### config.mk
export PLATFORM = sky130hd
export DESIGN_NAME = game_flow_controller_flat
export DESIGN_NICKNAME = d
export VERILOG_FILES = /design/src/rtl/game_flow_if.sv /design/src/rtl/game_flow_controller.sv /design/src/flat_wrapper.sv
export SDC_FILE = /design/constraint.sdc
export NUM_CORES = 1
export LEC_CHECK = 0
export ABC_AREA = 0
export CORE_ASPECT_RATIO = 0.6
export CORE_MARGIN = 2
export CORE_UTILIZATION = 43
export DETAILED_ROUTE_END_ITERATION = 8
export PLACE_DENSITY = 0.7
export SKIP_LAST_GASP = 1
export SLEW_MARGIN = 20
export SYNTH_ARGS = -nofsm -noshare
export SYNTH_HDL_FRONTEND = slang
export SYNTH_SLANG_ARGS = --single-unit
### constraint.sdc
create_clock -name i_game_clk -period 2.5 [get_ports i_game_clk]
set_clock_uncertainty 0.1 [all_clocks]
set_input_delay 0.5 -clock i_game_clk [delete_from_list [all_inputs] [get_ports i_game_clk]]
set_output_delay 0.5 -clock i_game_clk [all_outputs]
set_load 0.01 [all_outputs]
### src/rtl/game_flow_if.sv
// game_flow_if: tap/box/pipe inputs and tick/tap/state/score outputs of the flappy-box sequencer.
// HIGH_SCORE_EN adds the high_score signal.
interface game_flow_if #(parameter int SCORE_W = 8);
    logic               tap_key;
    logic [6:0]         box_y;
    logic               pipe_hit;
    logic               pipe_passed;
    logic               tick_en;
    logic               tap_pulse;
    logic               box_reset;
    logic [1:0]         state;
    logic [SCORE_W-1:0] score;
`ifdef HIGH_SCORE_EN
    logic [SCORE_W-1:0] high_score;
    modport master (output tap_key, box_y, pipe_hit, pipe_passed,
                    input  tick_en, tap_pulse, box_reset, state, score, high_score);
    modport slave  (input  tap_key, box_y, pipe_hit, pipe_passed,
                    output tick_en, tap_pulse, box_reset, state, score, high_score);
`else
    modport master (output tap_key, box_y, pipe_hit, pipe_passed,
                    input  tick_en, tap_pulse, box_reset, state, score);
    modport slave  (input  tap_key, box_y, pipe_hit, pipe_passed,
                    output tick_en, tap_pulse, box_reset, state, score);
`endif
endinterface

### src/rtl/game_flow_controller.sv
// game_flow_controller: game tick divider, tap conditioning and IDLE/PLAYING/DYING/GAME_OVER flow.
// Optional HIGH_SCORE_EN keeps the best score across runs until reset.
module game_flow_controller #(
    parameter int         TICK_DIV    = 50_000_000/60,
    parameter logic [6:0] FLOOR_Y     = 7'd120,
    parameter int         DEATH_TICKS = 30,
    parameter int         SCORE_W     = 8
) (
    input logic        i_game_clk,
    input logic        i_resetn,
    game_flow_if.slave bus
);
    localparam logic [1:0] IDLE      = 2'b00;
    localparam logic [1:0] PLAYING   = 2'b01;
    localparam logic [1:0] DYING     = 2'b10;
    localparam logic [1:0] GAME_OVER = 2'b11;
    localparam int DW = $clog2(TICK_DIV);
    localparam int CW = $clog2(DEATH_TICKS + 1);
    localparam logic [DW-1:0] DIV_MAX   = DW'(TICK_DIV - 1);
    localparam logic [CW-1:0] DEATH_MAX = CW'(DEATH_TICKS - 1);

    logic [1:0]         r_state;
    logic [DW-1:0]      r_div;
    logic [CW-1:0]      r_death;
    logic [1:0]         r_sync;
    logic               r_sync_d;
    logic               r_tap_rise;
    logic               r_tick_en;
    logic               r_tap_pulse;
    logic [SCORE_W-1:0] r_score;
    logic               w_play;
    logic               w_run;
    logic               w_tick;
    logic               w_coll;
    logic               w_die;
    logic               w_over;

    always_comb begin
        w_play = r_state == PLAYING;
        w_run  = w_play || r_state == DYING;
        w_tick = w_run && r_div == DIV_MAX;
        w_coll = bus.box_y >= FLOOR_Y || bus.box_y == 7'd0 || bus.pipe_hit;
        w_die  = w_play && w_tick && w_coll;
        w_over = r_state == DYING && w_tick && r_death == DEATH_MAX;
    end

    // Two-flop synchroniser plus a registered edge detector: tap_rise lands 3 cycles after the key.
    always_ff @(posedge i_game_clk or negedge i_resetn) begin
        if (!i_resetn) begin
            r_sync     <= '0;
            r_sync_d   <= 1'b0;
            r_tap_rise <= 1'b0;
        end else begin
            r_sync     <= {r_sync[0], bus.tap_key};
            r_sync_d   <= r_sync[1];
            r_tap_rise <= r_sync[1] & ~r_sync_d;
        end
    end

    always_ff @(posedge i_game_clk or negedge i_resetn) begin
        if (!i_resetn) begin
            r_div       <= '0;
            r_tick_en   <= 1'b0;
            r_tap_pulse <= 1'b0;
        end else begin
            r_div       <= (!w_run || r_div == DIV_MAX) ? '0 : r_div + 1'b1;
            r_tick_en   <= w_play && w_tick && !w_coll;
            r_tap_pulse <= w_play && r_tap_rise && !w_die;
        end
    end

    always_ff @(posedge i_game_clk or negedge i_resetn) begin
        if (!i_resetn) begin
            r_state <= IDLE;
            r_death <= '0;
            r_score <= '0;
        end else begin
            case (r_state)
                IDLE: if (r_tap_rise) begin
                    r_state <= PLAYING;
                    r_score <= '0;
                end
                PLAYING: if (w_die) begin
                    r_state <= DYING;
                    r_death <= '0;
                end else if (bus.pipe_passed && !(&r_score)) begin
                    r_score <= r_score + 1'b1;
                end
                DYING: if (w_over) begin
                    r_state <= GAME_OVER;
                    r_death <= '0;
                end else if (w_tick) begin
                    r_death <= r_death + 1'b1;
                end
                default: if (r_tap_rise) r_state <= IDLE;
            endcase
        end
    end

`ifdef HIGH_SCORE_EN
    logic [SCORE_W-1:0] r_high;
    always_ff @(posedge i_game_clk or negedge i_resetn) begin
        if (!i_resetn) r_high <= '0;
        else if (w_over && r_score > r_high) r_high <= r_score;
    end
    assign bus.high_score = r_high;
`endif

    assign bus.tick_en   = r_tick_en;
    assign bus.tap_pulse = r_tap_pulse;
    assign bus.box_reset = r_state == IDLE;
    assign bus.state     = r_state;
    assign bus.score     = r_score;
endmodule
### src/flat_wrapper.sv
// flat-port wrapper written by rule: the top's interface ports become plain ports
module game_flow_controller_flat 
#(
    parameter int         TICK_DIV    = 50_000_000/60,
    parameter logic [6:0] FLOOR_Y     = 7'd120,
    parameter int         DEATH_TICKS = 30,
    parameter int         SCORE_W     = 8
)
  (i_game_clk, i_resetn, bus_tap_key, bus_box_y, bus_pipe_hit, bus_pipe_passed, bus_tick_en, bus_tap_pulse, bus_box_reset, bus_state, bus_score);
  game_flow_if #(.SCORE_W(SCORE_W)) bus_i ();
  input logic i_game_clk;
  input logic i_resetn;
  input wire logic [$bits(bus_i.tap_key)-1:0] bus_tap_key;
  input wire logic [$bits(bus_i.box_y)-1:0] bus_box_y;
  input wire logic [$bits(bus_i.pipe_hit)-1:0] bus_pipe_hit;
  input wire logic [$bits(bus_i.pipe_passed)-1:0] bus_pipe_passed;
  output wire logic [$bits(bus_i.tick_en)-1:0] bus_tick_en;
  output wire logic [$bits(bus_i.tap_pulse)-1:0] bus_tap_pulse;
  output wire logic [$bits(bus_i.box_reset)-1:0] bus_box_reset;
  output wire logic [$bits(bus_i.state)-1:0] bus_state;
  output wire logic [$bits(bus_i.score)-1:0] bus_score;
  assign bus_i.tap_key = bus_tap_key;
  assign bus_i.box_y = bus_box_y;
  assign bus_i.pipe_hit = bus_pipe_hit;
  assign bus_i.pipe_passed = bus_pipe_passed;
  assign bus_tick_en = bus_i.tick_en;
  assign bus_tap_pulse = bus_i.tap_pulse;
  assign bus_box_reset = bus_i.box_reset;
  assign bus_state = bus_i.state;
  assign bus_score = bus_i.score;
  game_flow_controller #(.TICK_DIV(TICK_DIV), .FLOOR_Y(FLOOR_Y), .DEATH_TICKS(DEATH_TICKS), .SCORE_W(SCORE_W)) u_core (.i_game_clk(i_game_clk), .i_resetn(i_resetn), .bus(bus_i));
endmodule
==> metrics.txt, run 1 <==
status=complete, no violations; first-pass GRT wire length=~8300 um; fin crit share=0.951; r2r setup slk=0.12 ns; CP bufs+invs=0; crit end category=register; Root Buffer=clkbuf_8; slowest CP cell=or4_4; WL per Instance=14.6 um; CTS buffer count=5; Placer Congestion=between 0.8 and 0.9; die width=slightly below 100 um; Logic pwr share=0.261; initial DRC count=105; clock insertion delay at the later pin of the skew report=about 0.30 ns; switching portion of total power=0.313; Mapped Cells=approximately 230; Post-synth EDFFs=0; Final Cell Area=roughly 2800 um^2; HP Class=input pin to asynchronous set/reset pin; DR pass1 iterations=4; RSZ-0062 raised after global routing=false; TritonCTS clock tree=done; DRC errors left=0; most common cell after layout, fill and taps aside=dfrtp_1; HPWL Detailed=between 3000 and 4000 um; relative slew slack=0.714; Worst Setup Start Kind=register; count of cell types in the netlist=between 40 and 50; H-tree depth=2; CP Data Required Time=2.59 ns; Initial Util=0.442; final wirelength=5030 um; nets=about 300; CP Max Fanout=5; clock period minus worst slack=between 2 and 2.5 ns; port bufs=24; total grt overflow=0; Peak Freq=between 0.4 and 0.5 GHz; Flop pwr share=0.484; Max rail drop VDD=between 0.4 and 0.5 mV; crit-path cells=or3b_1 > or4_4 > o31a_1 > nor3b_2 > mux2_1; P&R area growth vs syn=25.0%; diode count=0; Die Ht=~60 um; sequential fraction of the synthesis area=0.461; syn_area_per_cell=roughly 9.7 um^2; Max Slew Vio Count=0; Core Footprint=5030 um^2; Post-CTS Setup Repair Bufs=0; internal power=~1.2 mW; CP max stage delay=roughly 0.47 ns; Min Hold Slack=0.0274 ns; number of global-route vias before repair=about 1700; synthesized net count=250; warnings from Yosys=0; Synth area leader=dfrtp_1; GRT Util Overall=0.184; largest net degree at the start of global routing=21; share of post-route cells with drive strength above 1=0.136; Leak=1.22 nW; vias per inst=about 5.4; std cell rows=20; Crit Path Class=register to register; Clock transition at path regs=approximately 0.080 ns; Die ar.=just under 6000 um^2; via count=~1900; Worst Max-Slew Pin Slew=about 0.43 ns; Max Cap Viol=0; Sw Pwr=about 0.53 mW; Ports=25; Post-DRT Antenna Nets=0; post-placement cell area=about 2700 um^2; Final Power=1.70 mW; initial antenna violation count=0; CTS Sinks=just over 40; CTS Buffer Depth=2; Synth Flop Type=dfrtp_1; Yosys reg bits=41; setup violators final=0; Clk pwr share=0.255; Pwr Density=just over 600 nW/um^2; Mapped Area=about 2200 um^2; Post-synth ARST share=1.00; Final Hold Vio Count=0; commonest cells after routing, fill and taps aside=41 x dfrtp_1, 26 x nor2_1, 23 x clkdlybuf4s50_1, 23 x buf_4, 18 x nand3_1; Critical Path AT=between 2 and 2.5 ns; leading post-synthesis cells by cell area=dfrtp_1 46%, ha_1 5.1%, nor2_1 4.4%; Yosys top cell area share=0.461; delay-heaviest family, CP=simple AND/OR/NAND/NOR gates
power by group through the flow:
stage	clock network, mW	registers [mW]	logic (mW)
after floorplan	0	0.840	0.201
after global placement	0	0.829	0.435
after detailed placement	0	0.828	0.446
after CTS	0.447	0.818	0.447
after global routing	0.480	0.835	0.492
final	0.433	0.822	0.443
metrics by stage:
step           utilization  setup slack [ns]  setup TNS (ns)  cells
2_1_floorplan            -             0.115               0    229
3_3_place_gp         0.534            0.0190               0    337
3_5_place_dp         0.534           -0.0248         -0.0705    337
4_1_cts              0.551            0.0935               0    345
5_1_grt              0.553            0.0159               0    345
6_report             0.553             0.123               0    345
flip-flops by register name, indices dropped and copies added (netlist names):
name,flops
u_core.r_sync_d,1
u_core.bus.tap_pulse,1
u_core.bus.score,8
u_core.r_div,20
u_core.r_death,5
u_core.r_sync,2
u_core.bus.tick_en,1
u_core.bus.state,2
u_core.r_tap_rise,1
metal layers:
layer	GRT usage	wire length (um)
met1	0.296	2780
met2	0.243	1980
met3	0.0421	218
met4	0.0483	54
met5	0	0
final timing paths:
| kind | from | to | depth (start not counted) |
|---|---|---|---|
| max | u_core.r_div[6] | u_core.bus.state[1] | 5 |
| min | i_resetn | u_core.r_div[4] | 1 |
| max reg2reg | u_core.r_div[6] | u_core.bus.state[1] | 5 |
| min reg2reg | u_core.r_sync[0] | u_core.r_sync[1] | 0 |
| max in group asynchronous | i_resetn | u_core.bus.score[1] | 2 |
| min in group i_game_clk | u_core.r_sync[0] | u_core.r_sync[1] | 0 |
area by class of cell:
class / instances / area (um^2)
well taps: 66 / 82.6
flip-flops and latches: 41 / 1030
multi-input cells: 171 / 1130
inverters: 12 / 45.0
repair buffers: 47 / 408
clock inverters: 3 / 17.5
clock buffers: 5 / 68.8
fillers: 458 / 2250
logic make-up after synthesis:
logic type,count (synthesis),share of synthesized area
and+or+nand+nor,108,0.267
DFF,41,0.461
AOI/OAI and AO/OA,34,0.108
xor gates and xnor gates,18,0.0709
buffers and inverters,17,0.0326
adders and majority gates,9,0.0506
muxes,2,0.00956
Yosys cell counts, types with 3 or more instances:
cell type,number
inv_1,12
or3_1,4
clkbuf_1,3
nand4_1,4
xnor2_1,10
nor2_1,26
nor4_1,7
nand3_1,18
ha_1,9
nand3b_1,4
xor2_1,8
o221ai_1,3
o211ai_1,5
nand2_1,17
dfrtp_1,41
o21ai_0,8
and3_1,8
o21ai_1,3
what timing repair did:
| item | CTS | global route |
|---|---|---|
| setup endpoints to repair | 0 | 2 |
| resized for setup | 0 | 1 |
| hold buffers | 0 | 0 |
Note: power is estimated with default switching activity, not from simulation.
==> run 2: changes to the inputs <==
--- a/config.mk
+++ b/config.mk
@@ -10,6 +10,7 @@
 export CORE_MARGIN = 2
 export CORE_UTILIZATION = 43
 export DETAILED_ROUTE_END_ITERATION = 8
+export GPL_TIMING_DRIVEN = 0
 export PLACE_DENSITY = 0.7
 export SKIP_LAST_GASP = 1
 export SLEW_MARGIN = 20
==> constraint.sdc (replaced) <==
create_clock -name i_game_clk -period 1.9 [get_ports i_game_clk]
set_clock_uncertainty 0.1 [all_clocks]
set_input_delay 0.38 -clock i_game_clk [delete_from_list [all_inputs] [get_ports i_game_clk]]
set_output_delay 0.38 -clock i_game_clk [all_outputs]
set_load 0.01 [all_outputs]
==> metrics.txt, run 2 (same netlist as run 1, synthesis figures left out) <==
area of the multi-input gates=between 1000 and 1500 um^2; Final Power=2.36 mW; HPWL Detailed=approximately 3600 um; Leak=between 1 and 1.5 nW; DRC errors left=0; relative slew slack=0.630; GRT Util Overall=0.204; clock period minus worst slack=between 2 and 2.5 ns; CP Data Required Time=around 2.0 ns; TritonCTS clock tree=done; die width=about 97 um; CP bufs+invs=1; Max rail drop VDD=between 0.3 and 0.4 mV; DR pass1 iterations=4; hold path start=u_core.r_sync[0]; Post-DRT Antenna Nets=0; crit-path cells=or3b_1 > or4_4 > o31a_1 > buf_6 > or2_4 > a21o_1; Initial Util=0.442; number of global-route vias before repair=1860; Max Slew Vio Count=0; Root Buffer=clkbuf_8; slowest CP cell=or4_4; Worst Max-Slew Pin Slew=between 0.5 and 0.6 ns; nets=300; r2r startpoint=u_core.r_div[6]; Max Cap Viol=0; share of post-route cells with drive strength above 1=0.204; P&R area growth vs syn=35.2%; Largest Register=u_core.r_div; port bufs=24; r2r endpoint=u_core.r_death[0]; Ports=25; HP Class=register to register; CTS Sinks=between 40 and 50; delay-heaviest family, CP=simple AND/OR/NAND/NOR gates; std cell rows=20; Register Area=1030 um^2; start point of the critical path=u_core.r_div[6]; Die Ht=around 60 um; H-tree depth=2; CTS buffer count=5; Die ar.=between 5000 and 6000 um^2; Final Hold Vio Count=0; largest net degree at the start of global routing=22; initial DRC count=between 100 and 150; final wirelength=about 5500 um; initial antenna violation count=0; max reg flops=20; Core Footprint=between 5000 and 6000 um^2; Clock transition at path regs=0.08 ns; total grt overflow=0; CP Max Fanout=6; CTS Buffer Depth=2; Critical Path AT=~2.4 ns; setup violators final=36; hold path cells=0; fin crit share=1.24; Pwr Density=783 nW/um^2; Peak Freq=approximately 0.42 GHz; via count=1944; diode count=0; failing checks=negative setup slack; Final Core Density=0.598; Hold Crit Endpoint=u_core.r_sync[1]; status=finished with violations; WL per Instance=16.0 um; reg2reg path depth=6; crit end category=register; first-pass GRT wire length=9240 um; r2r setup slk=-0.45 ns; vias per inst=about 5.6; PnR worst setup slack=-0.455 ns; RSZ-0062 raised after global routing=true; most common cell after layout, fill and taps aside=dfrtp_1; fill cell count=roughly 430; Worst Setup Start Kind=register; Crit Path Class=register to register; Placer Congestion=0.849; commonest cells after routing, fill and taps aside=41 x dfrtp_1, 26 x nor2_1, 22 x clkdlybuf4s50_1; CP max stage delay=roughly 0.45 ns; clock insertion delay at the later pin of the skew report=between 0.2 and 0.3 ns
==> run 2: cell types whose count changed in the layout (fill, tap and decap cells not counted), sizes merged <==
cell,change
clkbuf,+3
buf,-1
clkdlybuf4s50,-1
clkinv,-1
clkinvlp,-1
dlygate4sd3,+1
dlymetal6s2s,+1
==> run 2: power breakdown <==
group | leakage, nW | internal [mW] | total (mW) | switching, mW
clock network | 0.0542 | 0.329 | 0.634 | 0.305
logic | 0.760 | 0.353 | 0.635 | 0.282
registers | 0.487 | 0.961 | 1.09 | 0.126
total | 1.30 | 1.64 | 2.36 | 0.714
==> run 2: stage by stage <==
step                area (um^2)  setup TNS, ns  setup slack, ns  instances  hold WS [ns]
CTS                        2950          -9.35           -0.458        342         0.275
floorplan                  2250          -4.65           -0.406        229       -0.0156
finish                     3010          -9.56           -0.455        346         0.276
global route               3010         -12.52           -0.491        346         0.290
detailed placement         2590         -12.30           -0.715        320         0.249
global placement           2570         -41.93           -0.745        319         0.250
==> run 2: layout make-up <==
cell class / count / share of cell area
multi-input cells: 171 / 0.426
well taps: 66 / 0.0275
plain buffers: 4 / 0.0112
repair buffers: 44 / 0.146
clock buffers: 7 / 0.0320
clock inverters: 1 / 0.00166
flip-flops and latches: 41 / 0.341
inverters: 12 / 0.0150
==> run 2: per-layer routing <==
metal | wire (um) | GRT usage | up-vias | part of all wire
li1 | - | - | 924 | -
met1 | 2820 | 0.305 | 967 | 0.51
met2 | 2430 | 0.311 | 49 | 0.44
met3 | 258 | 0.0386 | 4 | 0.047
met4 | 34 | 0.0483 | 0 | 0.0061
met5 | 0 | 0 | - | 0
==> run 2: what timing repair did <==
item,CTS,global route
gates cloned,0,0
buffers inserted,14,4
hold buffers,1,0
hold endpoints to repair,20,0
resized for setup,30,9
pin swaps,9,4
setup endpoints to repair,36,38
==> run 2: worst max path at each step <==
| stage | cells past startpoint | slack, ns | end |
|---|---|---|---|
| floorplan | 6 | -0.41 | u_core.r_death[0] |
| global placement | 1 | -0.75 | u_core.r_div[7] |
| detailed placement | 5 | -0.71 | u_core.bus.score[7] |
| CTS | 6 | -0.46 | u_core.r_death[0] |
| global route | 6 | -0.49 | u_core.r_death[1] |
| finish | 6 | -0.45 | u_core.r_death[0] |
